===== config.mk =====
export PLATFORM = sky130hd
export DESIGN_NAME = wb_port_arbiter
export DESIGN_NICKNAME = d
export VERILOG_FILES = /design/src/rtl/wb_port_arbiter_pkg.sv /design/src/rtl/wb_port_arbiter_fifo.sv /design/src/rtl/wb_port_arbiter.sv
export SDC_FILE = /design/constraint.sdc
export NUM_CORES = 1
export LEC_CHECK = 0
export CORE_UTILIZATION = 52
export CTS_CLUSTER_SIZE = 10
export DETAILED_ROUTE_END_ITERATION = 10
export PLACE_DENSITY = 0.84
export SLEW_MARGIN = 40
export SYNTH_ARGS = -nofsm -noshare
export SYNTH_HDL_FRONTEND = slang
export SYNTH_SLANG_ARGS = --single-unit

===== constraint.sdc =====
create_clock -name clk -period 3.75 [get_ports clk]
set_input_delay 0.75 -clock clk [delete_from_list [all_inputs] [get_ports clk]]
set_output_delay 0.75 -clock clk [all_outputs]
set_load 0.02 [all_outputs]

===== src/rtl/wb_port_arbiter_pkg.sv =====
// Shared types and default widths for the register-file write-port arbiter.
// The default data and register-address widths live here.
package wb_port_arbiter_pkg;

  localparam int DATA_W_DEF     = 16;
  localparam int REG_ADDR_W_DEF = 3;

  typedef enum logic [1:0] {
    GNT_NONE,
    GNT_PIPE,
    GNT_AUX
  } grant_t;

  // A registered stall hands the port to the aux head regardless of pipe_we.
  function automatic grant_t pick_grant(
    input logic stall,
    input logic pipe_we,
    input logic nonempty
  );
    if (!stall && pipe_we) begin
      return GNT_PIPE;
    end else if (nonempty) begin
      return GNT_AUX;
    end else begin
      return GNT_NONE;
    end
  endfunction

endpackage


===== src/rtl/wb_port_arbiter_fifo.sv =====
// wb_aux_fifo: in-order buffer of aux write-back results.
// WBARB_FWD_EN exports the entry array and write pointer for forwarding.
module wb_aux_fifo
  import wb_port_arbiter_pkg::*;
#(
  parameter int DATA_W = DATA_W_DEF,
  parameter int ADDR_W = REG_ADDR_W_DEF,
  parameter int DEPTH  = 2,
  localparam int PW    = $clog2(DEPTH),
  localparam int CW    = PW + 1
) (
  input  logic              clk,
  input  logic              reset,
  input  logic              i_push,
  input  logic              i_pop,
  input  logic [ADDR_W-1:0] i_addr,
  input  logic [DATA_W-1:0] i_data,
  output logic              o_full,
  output logic              o_empty,
  output logic [CW-1:0]     o_count,
  output logic [ADDR_W-1:0] o_head_addr,
`ifdef WBARB_FWD_EN
  output logic [DATA_W-1:0]       o_head_data,
  output logic [DEPTH*ADDR_W-1:0] o_ent_addr,
  output logic [DEPTH*DATA_W-1:0] o_ent_data,
  output logic [PW-1:0]           o_wptr
`else
  output logic [DATA_W-1:0] o_head_data
`endif
);

  logic [ADDR_W-1:0] r_addr [DEPTH];
  logic [DATA_W-1:0] r_data [DEPTH];
  logic [PW-1:0]     r_wptr;
  logic [PW-1:0]     r_rptr;
  logic [CW-1:0]     r_count;
  logic              w_push;
  logic              w_pop;

  assign o_full      = (r_count == CW'(DEPTH));
  assign o_empty     = (r_count == '0);
  assign o_count     = r_count;
  assign o_head_addr = r_addr[r_rptr];
  assign o_head_data = r_data[r_rptr];

  assign w_push = i_push && !o_full;
  assign w_pop  = i_pop && !o_empty;

  always_ff @(posedge clk) begin
    if (!reset) begin
      r_wptr  <= '0;
      r_rptr  <= '0;
      r_count <= '0;
    end else begin
      if (w_push) r_wptr <= r_wptr + 1'b1;
      if (w_pop)  r_rptr <= r_rptr + 1'b1;
      unique case ({w_push, w_pop})
        2'b10:   r_count <= r_count + 1'b1;
        2'b01:   r_count <= r_count - 1'b1;
        default: r_count <= r_count;
      endcase
    end
  end

  always_ff @(posedge clk) begin
    if (w_push) begin
      r_addr[r_wptr] <= i_addr;
      r_data[r_wptr] <= i_data;
    end
  end

`ifdef WBARB_FWD_EN
  assign o_wptr = r_wptr;
  for (genvar g = 0; g < DEPTH; g++) begin : g_exp
    assign o_ent_addr[g*ADDR_W +: ADDR_W] = r_addr[g];
    assign o_ent_data[g*DATA_W +: DATA_W] = r_data[g];
  end
`endif

endmodule


===== src/rtl/wb_port_arbiter.sv =====
// Register-file write-port arbiter: pipeline write-back vs buffered aux results.
// WBARB_FWD_EN adds a forwarding lookup over the aux buffer and rf_* stage.
module wb_port_arbiter
  import wb_port_arbiter_pkg::*;
#(
  parameter int DATA_W       = DATA_W_DEF,
  parameter int ADDR_W       = REG_ADDR_W_DEF,
  parameter int FIFO_DEPTH   = 2,
  parameter int STARVE_LIMIT = 4,
  localparam int PW          = $clog2(FIFO_DEPTH),
  localparam int CW          = PW + 1,
  localparam int WCW         = $clog2(STARVE_LIMIT + 1)
) (
  input  logic              clk,
  input  logic              reset,
  input  logic              pipe_we,
  input  logic [ADDR_W-1:0] pipe_addr,
  input  logic [DATA_W-1:0] pipe_data,
  output logic              pipe_stall,
  input  logic              aux_valid,
  output logic              aux_ready,
  input  logic [ADDR_W-1:0] aux_addr,
  input  logic [DATA_W-1:0] aux_data,
  output logic [CW-1:0]     aux_pending,
`ifdef WBARB_FWD_EN
  input  logic [ADDR_W-1:0] fwd_addr,
  output logic              fwd_hit,
  output logic [DATA_W-1:0] fwd_data,
`endif
  output logic              rf_we,
  output logic [ADDR_W-1:0] rf_waddr,
  output logic [DATA_W-1:0] rf_wdata
);

  logic              w_full;
  logic              w_empty;
  logic [CW-1:0]     w_count;
  logic [ADDR_W-1:0] w_head_addr;
  logic [DATA_W-1:0] w_head_data;
  logic              w_push;
  logic              w_pop;
  grant_t            w_grant;

  logic              r_stall;
  logic [WCW-1:0]    r_wait;
  logic              r_we;
  logic [ADDR_W-1:0] r_waddr;
  logic [DATA_W-1:0] r_wdata;

`ifdef WBARB_FWD_EN
  logic [FIFO_DEPTH*ADDR_W-1:0] w_ent_addr;
  logic [FIFO_DEPTH*DATA_W-1:0] w_ent_data;
  logic [PW-1:0]                w_wptr;
  logic [PW-1:0]                w_idx;
`endif

  assign aux_ready   = !w_full;
  assign aux_pending = w_count;
  assign pipe_stall  = r_stall;
  assign rf_we       = r_we;
  assign rf_waddr    = r_waddr;
  assign rf_wdata    = r_wdata;

  assign w_push  = aux_valid && aux_ready;
  assign w_grant = pick_grant(r_stall, pipe_we, !w_empty);
  assign w_pop   = (w_grant == GNT_AUX);

  wb_aux_fifo #(
    .DATA_W (DATA_W),
    .ADDR_W (ADDR_W),
    .DEPTH  (FIFO_DEPTH)
  ) u_fifo (
    .clk         (clk),
    .reset       (reset),
    .i_push      (w_push),
    .i_pop       (w_pop),
    .i_addr      (aux_addr),
    .i_data      (aux_data),
    .o_full      (w_full),
    .o_empty     (w_empty),
    .o_count     (w_count),
    .o_head_addr (w_head_addr),
`ifdef WBARB_FWD_EN
    .o_head_data (w_head_data),
    .o_ent_addr  (w_ent_addr),
    .o_ent_data  (w_ent_data),
    .o_wptr      (w_wptr)
`else
    .o_head_data (w_head_data)
`endif
  );

  always_ff @(posedge clk) begin
    if (!reset) begin
      r_we    <= 1'b0;
      r_waddr <= '0;
      r_wdata <= '0;
    end else begin
      unique case (w_grant)
        GNT_PIPE: begin
          r_we    <= 1'b1;
          r_waddr <= pipe_addr;
          r_wdata <= pipe_data;
        end
        GNT_AUX: begin
          r_we    <= 1'b1;
          r_waddr <= w_head_addr;
          r_wdata <= w_head_data;
        end
        default: r_we <= 1'b0;
      endcase
    end
  end

  // A stall always pops, so it can never be raised twice in a row.
  always_ff @(posedge clk) begin
    if (!reset) begin
      r_stall <= 1'b0;
      r_wait  <= '0;
    end else begin
      r_stall <= !w_empty && !w_pop &&
                 (r_wait == WCW'(STARVE_LIMIT - 1));
      if (w_empty || w_pop) begin
        r_wait <= '0;
      end else begin
        r_wait <= r_wait + 1'b1;
      end
    end
  end

`ifdef WBARB_FWD_EN
  // Scan oldest to newest so the newest matching entry wins.
  always_comb begin
    fwd_hit  = 1'b0;
    fwd_data = '0;
    w_idx    = '0;
    if (r_we && r_waddr == fwd_addr) begin
      fwd_hit  = 1'b1;
      fwd_data = r_wdata;
    end
    for (int k = FIFO_DEPTH - 1; k >= 0; k--) begin
      w_idx = w_wptr - PW'(k + 1);
      if (CW'(k) < w_count &&
          w_ent_addr[w_idx*ADDR_W +: ADDR_W] == fwd_addr) begin
        fwd_hit  = 1'b1;
        fwd_data = w_ent_data[w_idx*DATA_W +: DATA_W];
      end
    end
  end
`endif

endmodule


* Word-level counts from Yosys, hierarchy flattened
Memory sizes are Yosys's and may differ from the RTL's. A register that Yosys moved wholly into a read port is not among the register bits.
Index checks and enable logic that the tools add are counted.
** Storage, ports and cells
- Bits in registers :: 28
- Bits in latches :: 0
- RAM bits :: 38
- Bits in read-only memories :: 0
- Output and inout bits :: 24
- Word-level logic and storage cells :: 50
- Memories :: 2
** Memories
- u_fifo.r_data :: words 2, width 16, read ports 1, clocked after Yosys merged registers in 1, write ports 1, line wb_port_arbiter_fifo.sv:33 : logic [DATA_W-1:0] r_data [DEPTH];
- u_fifo.r_addr :: words 2, width 3, read ports 1, clocked after Yosys merged registers in 1, write ports 1, line wb_port_arbiter_fifo.sv:32 : logic [ADDR_W-1:0] r_addr [DEPTH];
** Cells by class
- $add $sub $neg :: 5
- Multiply operators :: 0
- Divide/modulo/power cells :: 0
- $lt $le $gt $ge :: 0
- Equality and inequality tests :: 6
- Shift-type cells :: 0
- Multiplexer cells :: 12
- Bitwise gates (word level) :: 1
- Reduce and logical (&&, ||, !) cells :: 16
** Operators with widths (count)
- one-hot mux 16 bit (2 select lines) :: 1
- two-way mux 1 bit :: 7
- == test 2 bit, second input constant :: 3
- logical AND 1 bit :: 6
- one-hot mux 3 bit (2 select lines) :: 1
- == test 2 x 1 -> 1 bit, second input constant :: 2
- zero test 1 bit :: 4
- two-way mux 2 bit :: 2
- one-hot mux 2 bit (2 select lines) :: 1
- nonzero test 2 bit :: 2
- OR reduction 2 bit :: 2
- adder 3 x 1 -> 3 bit, second input constant :: 1
- == test 3 x 2 -> 1 bit, second input constant :: 1
- adder 1 bit, second input constant :: 2
- adder 2 x 1 -> 2 bit, second input constant :: 1
- zero test 2 bit :: 1
- subtractor 2 x 1 -> 2 bit, second input constant :: 1
- logical OR 1 bit :: 1
- NOT 1 bit :: 1

* Logic depth before layout (Yosys ltp)
Gate-level depths: netlist of run 1.
- Depth in word-level cells :: 7
- Mapped depth :: 7
- Depth with buffers taken out :: 6

* By module
Synthesis of run 1 repeated with hierarchy kept, for this count alone.
** Second synthesis, totals
- Cells, all modules :: 191
- Area total of the unflattened synthesis :: 2756.4 µm²
** Modules (own cells, without submodules)
- wb_aux_fifo :: times used 1, cells an instance 85, area each 1601.5 µm²
- wb_port_arbiter :: times used 1, cells an instance 106, area each 1154.9 µm²

* Worst setup path before layout of run 1
No wires, ideal clock.
- Kind :: register to register
- From :: reg u_fifo.r_count[0], in the netlist u_fifo.o_count[0]
- To :: mem u_fifo.r_addr[1][0] (netlist name), enable pin
- Library setup time :: 377 ps
- Arrival :: 1457 ps
- Path slack :: 1915 ps
- Stages on the path, launching flop included :: 3
- Cell sequence :: dfxtp_1 -> nand2b_1 -> and3_1
** Between the ends
- Cells in the longest elaborated chain, start to end :: 6
** Ends and longest elaborated chain
- start, declared :: line wb_port_arbiter_fifo.sv:36 : logic [CW-1:0] r_count;
- start signal, assigned :: line wb_port_arbiter_fifo.sv:58 : 2'b10: r_count <= r_count + 1'b1;
- start signal, assigned :: line wb_port_arbiter_fifo.sv:59 : 2'b01: r_count <= r_count - 1'b1;
- start signal, assigned :: line wb_port_arbiter_fifo.sv:60 : default: r_count <= r_count;
- == test 2 bit (*) :: line wb_port_arbiter_fifo.sv:40 : assign o_full = (r_count == CW'(DEPTH));
- zero test 1 bit (*) :: line wb_port_arbiter.sv:57 : assign aux_ready = !w_full;
- net aux_ready :: line wb_port_arbiter.sv:21 : output logic aux_ready,
- logical AND 1 bit :: line wb_port_arbiter.sv:64 : assign w_push = aux_valid && aux_ready;
- logical AND 1 bit (*) :: line wb_port_arbiter_fifo.sv:46 : assign w_push = i_push && !o_full;
- two-way mux 1 bit (*) :: line wb_port_arbiter_fifo.sv:66 : if (w_push) begin
- two-way mux 1 bit (implied by the code) (*) :: line wb_port_arbiter_fifo.sv:67 : r_addr[r_wptr] <= i_addr;
- end, declared :: line wb_port_arbiter_fifo.sv:32
The timed path passes the listed nets; every way through them passes the cells marked *.

* Worst setup path in the final report of run 1
- From :: reg u_fifo.r_count[0], in the netlist u_fifo.o_count[0]
- To :: out aux_ready
** Between the ends
- Cells in the longest elaborated chain, start to end :: 2
** Ends and longest elaborated chain (line)
- == test 2 bit :: wb_port_arbiter_fifo.sv:40
- zero test 1 bit :: wb_port_arbiter.sv:57
- end, declared :: wb_port_arbiter.sv:21
Every way passes these cells.

==> results of run 1 <==
[final cells by class]
class	count	area, um2
timing repair buffer	65	651
clock buffer	13	149
sequential	67	1720
multi-input combinational	127	858
clock inverter	3	13.8
tap	67	83.8
fill	347	1360
inverter	3	11.3
[cell usage in the layout, fill, tap and decap left out, types with 2 or more instances in the layout]
cell type | Yosys | layout
edfxtp_1 | 38 | 38
clkdlybuf4s50_1 | 0 | 65
inv_1 | 3 | 3
nand2_1 | 21 | 21
clkinv_2 | 0 | 2
nor2_1 | 25 | 25
a211oi_1 | 19 | 19
clkbuf_8 | 0 | 10
a21oi_1 | 4 | 4
o31ai_2 | 16 | 16
and2b_1 | 4 | 4
clkbuf_1 | 2 | 3
dfxtp_1 | 29 | 28
or3_1 | 2 | 2
ha_1 | 3 | 3
and3_1 | 3 | 2
o31ai_1 | 3 | 3
nor2b_1 | 15 | 15
[metrics by stage]
stage,setup WS [ns],cell area [um2],cells
finish,1.30,3490,345
global route,1.21,3490,345
CTS,1.27,3490,345
detailed placement,1.36,3330,329
global placement,1.33,3320,329
floorplan,1.92,2680,210
[metal layers]
metal | vias up | global-route usage
li1 | 879 | -
met1 | 817 | 0.248
met2 | 50 | 0.369
met3 | 11 | 0.0453
met4 | 0 | 0.122
met5 | - | 0
[power by group through the flow]
stage / combinational, mW / sequential [mW] / clock [mW]
after floorplan: 0.478 / 1.06 / 0
after global placement: 0.726 / 1.02 / 0
after detailed placement: 0.745 / 1.03 / 0
after CTS: 0.750 / 1.02 / 0.507
after global routing: 0.819 / 1.03 / 0.540
final: 0.742 / 1.02 / 0.502
[registers in the layout, indices dropped and copies added, names as in the netlist, named ones only]
name and count:
rf_waddr 3, pipe_stall 1, u_fifo.r_wptr 1, r_wait 3
rf_wdata 16, u_fifo.o_count 2, rf_we 1, u_fifo.r_rptr 1
u_fifo.r_data 32, u_fifo.r_addr 6
[worst paths after layout]
path / start / endpoint / slack (ns) / cells after the start
hold / removal: r_wait[0]$_SDFF_PP0_ / r_wait[0]$_SDFF_PP0_ / 0.44 / 1
hold reg to reg: r_wait[0]$_SDFF_PP0_ / r_wait[0]$_SDFF_PP0_ / 0.44 / 1
setup / recovery: u_fifo.o_count[0]$_SDFFE_PN0P_ / aux_ready / 1.30 / 2
setup reg to reg: u_fifo.o_count[0]$_SDFFE_PN0P_ / u_fifo.o_count[1]$_SDFFE_PN0P_ / 1.84 / 5
[worst max-delay path, cell delays in order, from the launching register on]
cell	delay [ns]
dfxtp_1	0.47
nand2b_1	0.26
clkdlybuf4s50_1	0.64
[cell families after synthesis]
group	after synthesis
simple gates	77
flops	67
compound gates	45
buf+inv	16
fa+ha+maj	3
xor+xnor	2
==> results.py, run 1 <==
metrics = {
    "floorplan": {
        "row_count": 25,
        "fp.dieH_um": 73.8,
        "start_util": 0.554,
        "ios": 66,
        "dieArea_um2": 5450,
        "die_w_um": 73.8,
        "core_area_um2": 4850,
    },
    "outcome": {
        "status": "complete, no violations",
    },
    "clocking": {
        "clkLatencyLatePin_ns": 0.33,
        "path_clk_slew_ns": 0.07,
        "clockBufferDepth": 2,
        "cts_tree": "done",
        "cts_buffers": 9,
        "cts_hold_buf": 0,
        "cts_max_level": 3,
        "cts_root_buffer": "clkbuf_8",
        "cts.sinks": 67,
        "cts_setup_buffers": 0,
        "cts_resized": 0,
    },
    "synth": {
        "syn-num-nets": 255,
        "syn_inst": 210,
        "async_flop_share": 0,
        "ys_top_cells_by_area": "edfxtp_1 43%, dfxtp_1 22%, o31ai_2 7.5%, a211oi_1 5.3%, nor2_1 3.5%",
        "syn-cell-area_um2": 2680,
        "yosys.area.top_type": "edfxtp_1",
        "synth_top_family_by_area": "compound AO/OA/AOI/OAI gates",
        "synth_compound_area_frac": 0.151,
        "synth_adder_area_share": 0.0140,
        "synth-simple-area-share": 0.145,
        "synthMuxAreaShare": 0,
        "synth_edf_count": 38,
        "synth.distinct_cells": 31,
        "yosysSeqAreaShare": 0.641,
        "synth_xor_xnor_area_share": 0.00653,
        "synth_common_cells": "38 x edfxtp_1, 29 x dfxtp_1, 25 x nor2_1",
        "synth_ff_type": "edfxtp_1",
        "yosysMostFrequentCell": "edfxtp_1",
        "ys_ff_latch": 67,
        "yosysWarnings": 0,
        "avgSynthCellArea_um2": 12.8,
        "synth_top_area_frac": 0.425,
    },
    "power_and_ir_drop": {
        "internal_power_mw": 1.49,
        "peakVddDrop_mv": 0.375,
        "switching_share": 0.342,
        "p_leak_nw": 1.25,
        "combPwrFrac": 0.328,
        "p_switching_uw": 773,
        "power_density_nw_per_um2": 648,
        "clock_power_share": 0.222,
        "p_total_mw": 2.26,
        "seqPwrFrac": 0.450,
    },
    "placement": {
        "gp_congestion": 0.684,
        "place_hpwl_um": 3360,
        "port-buffer-count": 65,
    },
    "route": {
        "wl_met2_um": 2830,
        "drc": 0,
        "postRouteAntennaNets": 0,
        "post_drt_wl_per_cell_um": 15.2,
        "detail_route.first_pass.iterations": 4,
        "via_per_inst": 5.09,
        "wl_met1_um": 2110,
        "first_iter_violations": 61,
        "wirelength_um": 5260,
        "top_layer": "met4",
        "vias": 1757,
        "wl_met3_um": 215,
    },
    "timing": {
        "max_freq_mhz": 409,
        "tns_ns": 0,
        "finalHoldViolCount": 0,
        "slew_viol_final": 0,
        "grt_setup_unrepaired": "false",
        "hold_slack_ns": 0.435,
        "fin_crit_sh": 0.652,
        "fin_crit_ns": 2.45,
        "tightest_slew_ns": 0.772,
        "setup_violations": 0,
        "maxSlewHeadroom": 0.485,
        "fin_skew_ns": 0.00579,
    },
    "grt": {
        "antenna_found_initial": 0,
        "track_usage": 0.215,
        "grt-ovfl-total": 0,
        "first_global_vias": 1804,
        "grt_pass1_wl_um": 8230,
        "grt_start_max_net_pins": 39,
    },
    "flow_run": {
        "drv_cap": 0,
    },
    "hold_path": {
        "hold_path.class": "flop to flop",
    },
    "setup_path": {
        "path_class": "flop to primary output",
        "path_max_fanout": 6,
        "cp.required_ns": 3.00,
        "cp-end-kind": "primary output",
        "cp.arrival_ns": 1.70,
        "worst_setup_path_start_kind": "flop",
    },
    "finish": {
        "drive_gt1_frac": 0.129,
        "fin_util": 0.720,
        "num_antenna_cells": 0,
        "syn_to_final_growth_pct": 30.0,
        "fin_nets": 318,
    },
}
(Power assumes the default switching activity.)
==> inputs of run 2 (changes only) <==
--- a/config.mk
+++ b/config.mk
@@ -5,10 +5,10 @@
 export SDC_FILE = /design/constraint.sdc
 export NUM_CORES = 1
 export LEC_CHECK = 0
-export CORE_UTILIZATION = 52
+export CORE_UTILIZATION = 49
 export CTS_CLUSTER_SIZE = 10
 export DETAILED_ROUTE_END_ITERATION = 10
-export PLACE_DENSITY = 0.84
+export PLACE_DENSITY = 0.79
 export SLEW_MARGIN = 40
 export SYNTH_ARGS = -nofsm -noshare
 export SYNTH_HDL_FRONTEND = slang
==> constraint.sdc (replaced) <==
create_clock -name clk -period 2.4 [get_ports clk]
set_input_delay 0.48 -clock clk [delete_from_list [all_inputs] [get_ports clk]]
set_output_delay 0.48 -clock clk [all_outputs]
set_load 0.02 [all_outputs]
==> run 2 against run 1 <==
  * Die area is 6.0% higher
  * Power is 70% higher
  * Sequential share of layout area is 1.5 points lower
  * Non-clock buffer count is 5 higher
  * Critical path depth stayed put
==> results.py, run 2 (synthesis gave the netlist of run 1 again) <==
metrics = {
    "outcome": {
        "status": "complete, no violations",
    },
    "route": {
        "postRouteAntennaNets": 0,
        "via_per_inst": 4.93,
        "vias": 1741,
        "post_drt_wl_per_cell_um": 13.8,
        "drc": 0,
        "first_iter_violations": 68,
        "detail_route.first_pass.iterations": 4,
        "wirelength_um": 4870,
    },
    "setup_path": {
        "path_class": "flop to primary output",
        "path_max_fanout": 6,
        "cp.required_ns": 1.92,
        "reg2reg_from": "u_fifo.o_count[0]$_SDFFE_PN0P_",
        "r2r_cells": 5,
        "worst_setup_path_start_kind": "flop",
        "ff2ff_setup_slack_ns": 0.47,
        "cp-end-kind": "primary output",
        "reg2reg_to": "u_fifo.o_count[1]$_SDFFE_PN0P_",
        "cp.arrival_ns": 1.72,
        "crit_start": "u_fifo.o_count[0]$_SDFFE_PN0P_",
    },
    "finish": {
        "num_antenna_cells": 0,
        "final_cell_mix": "65 x clkdlybuf4s50_1, 38 x edfxtp_1, 29 x dfxtp_1, 25 x nor2_1, 21 x nand2_1",
        "fin_nets": 323,
        "multi_input_area_um2": 856,
        "fin_cells": 353,
        "largest_reg_flops": 32,
        "register_area_um2": 1720,
        "syn_to_final_growth_pct": 33.9,
        "regMostFlops": "u_fifo.r_data",
        "fillCellCount": 398,
        "final_common_cell": "clkdlybuf4s50_1",
        "drive_gt1_frac": 0.134,
        "finalInstanceArea_um2": 3590,
    },
    "clocking": {
        "clockBufferDepth": 2,
        "cts_tree": "done",
        "cts_resized": 0,
        "path_clk_slew_ns": 0.07,
        "cts_max_level": 3,
        "cts_buffers": 9,
        "clkLatencyLatePin_ns": 0.34,
        "cts_hold_buf": 0,
        "cts.sinks": 67,
        "cts_root_buffer": "clkbuf_8",
        "cts_setup_buffers": 0,
    },
    "power_and_ir_drop": {
        "p_total_mw": 3.85,
        "power_density_nw_per_um2": 1070,
        "peakVddDrop_mv": 0.685,
        "combPwrFrac": 0.321,
        "clock_power_share": 0.282,
        "switching_share": 0.317,
        "p_leak_nw": 1.31,
        "internal_power_mw": 2.63,
        "p_switching_mw": 1.22,
        "seqPwrFrac": 0.397,
    },
    "grt": {
        "grt_pass1_wl_um": 8090,
        "first_global_vias": 1711,
        "grt_start_max_net_pins": 39,
        "track_usage": 0.186,
        "grt-ovfl-total": 0,
        "antenna_found_initial": 0,
    },
    "timing": {
        "maxSlewHeadroom": 0.633,
        "slew_viol_final": 0,
        "tns_ns": 0,
        "max_freq_mhz": 454,
        "fin_crit_sh": 0.918,
        "setup_violations": 0,
        "worst_slack_ns": 0.196,
        "fin_crit_ns": 2.20,
        "finalHoldViolCount": 0,
        "tightest_slew_ns": 0.550,
        "fin_skew_ns": 0.00730,
        "grt_setup_unrepaired": "false",
    },
    "floorplan": {
        "start_util": 0.516,
        "row_count": 26,
        "fp.dieH_um": 76.0,
        "die_w_um": 76.0,
        "dieArea_um2": 5780,
        "core_area_um2": 5200,
        "ios": 66,
    },
    "hold_path": {
        "hold_path.class": "flop to flop",
        "hold_path_end": "r_wait[0]$_SDFF_PP0_",
        "min_from": "r_wait[0]$_SDFF_PP0_",
        "min_path_cells": 1,
    },
    "placement": {
        "port-buffer-count": 65,
        "place_hpwl_um": 3100,
        "pre_cts_ws_ns": 0.261,
        "dp.cells": 337,
        "gp_congestion": 0.736,
        "dpl_cell_area_um2": 3360,
    },
    "flow_run": {
        "drv_cap": 0,
    },
}
==> run 2: cell types whose count changed in the layout (fill, tap and decap cells not counted), moves of 2 or more <==
cell and change:
buf_4 +5, clkinv_1 +2, clkbuf_1 -3, bufinv_16 +3
==> run 2: stage by stage <==
| stage | util | hold slack, ns |
|---|---|---|
| 2_1_floorplan | - | 0.397 |
| 3_3_place_gp | 0.645 | 0.406 |
| 3_5_place_dp | 0.646 | 0.410 |
| 4_1_cts | 0.691 | 0.423 |
| 5_1_grt | 0.691 | 0.452 |
| 6_report | 0.691 | 0.423 |
==> run 2: cell type report <==
| class | count | area share |
|---|---|---|
| Sequential cell | 67 | 0.479 |
| Multi-Input combinational cell | 127 | 0.238 |
| Timing Repair Buffer | 70 | 0.191 |
| Clock buffer | 9 | 0.0345 |
| Clock inverter | 7 | 0.0296 |
| Tap cell | 70 | 0.0244 |
| Inverter | 3 | 0.00313 |
==> run 2: worst max-delay path by stage <==
stage	slack [ns]	endpoint	cells past startpoint
after global placement	0.27	u_fifo.o_count[1]$_SDFFE_PN0P_	5
after detailed placement	0.26	u_fifo.o_count[1]$_SDFFE_PN0P_	6
after CTS	0.18	aux_ready	2
final	0.20	aux_ready	2
after floorplan	0.57	u_fifo.r_addr[1][0]$_DFFE_PP_	2
after global routing	0.13	aux_ready	2
==> run 2: critical path, cell delays in order, from the launching register on <==
cell             delay [ns]
dfxtp_1                0.48
nand2b_1               0.26
clkdlybuf4s50_1        0.64
==> run 2: per-layer routing <==
| metal | part of all wire | track usage | vias to the layer above | wire, um |
|---|---|---|---|---|
| met2 | 0.50 | 0.302 | 38 | 2410 |
| li1 | - | - | 891 | - |
| met1 | 0.44 | 0.228 | 801 | 2140 |
| met4 | 0.032 | 0.127 | 0 | 154 |
| met3 | 0.033 | 0.0335 | 11 | 161 |
| met5 | 0 | 0 | - | 0 |
==> run 2: power groups by stage <==
stage	logic, mW	clock network, mW	registers, mW
finish	1.23	1.09	1.53
global route	1.36	1.15	1.55
CTS	1.25	1.10	1.53
detailed placement	1.24	0	1.55
global placement	1.22	0	1.54
floorplan	0.747	0	1.66
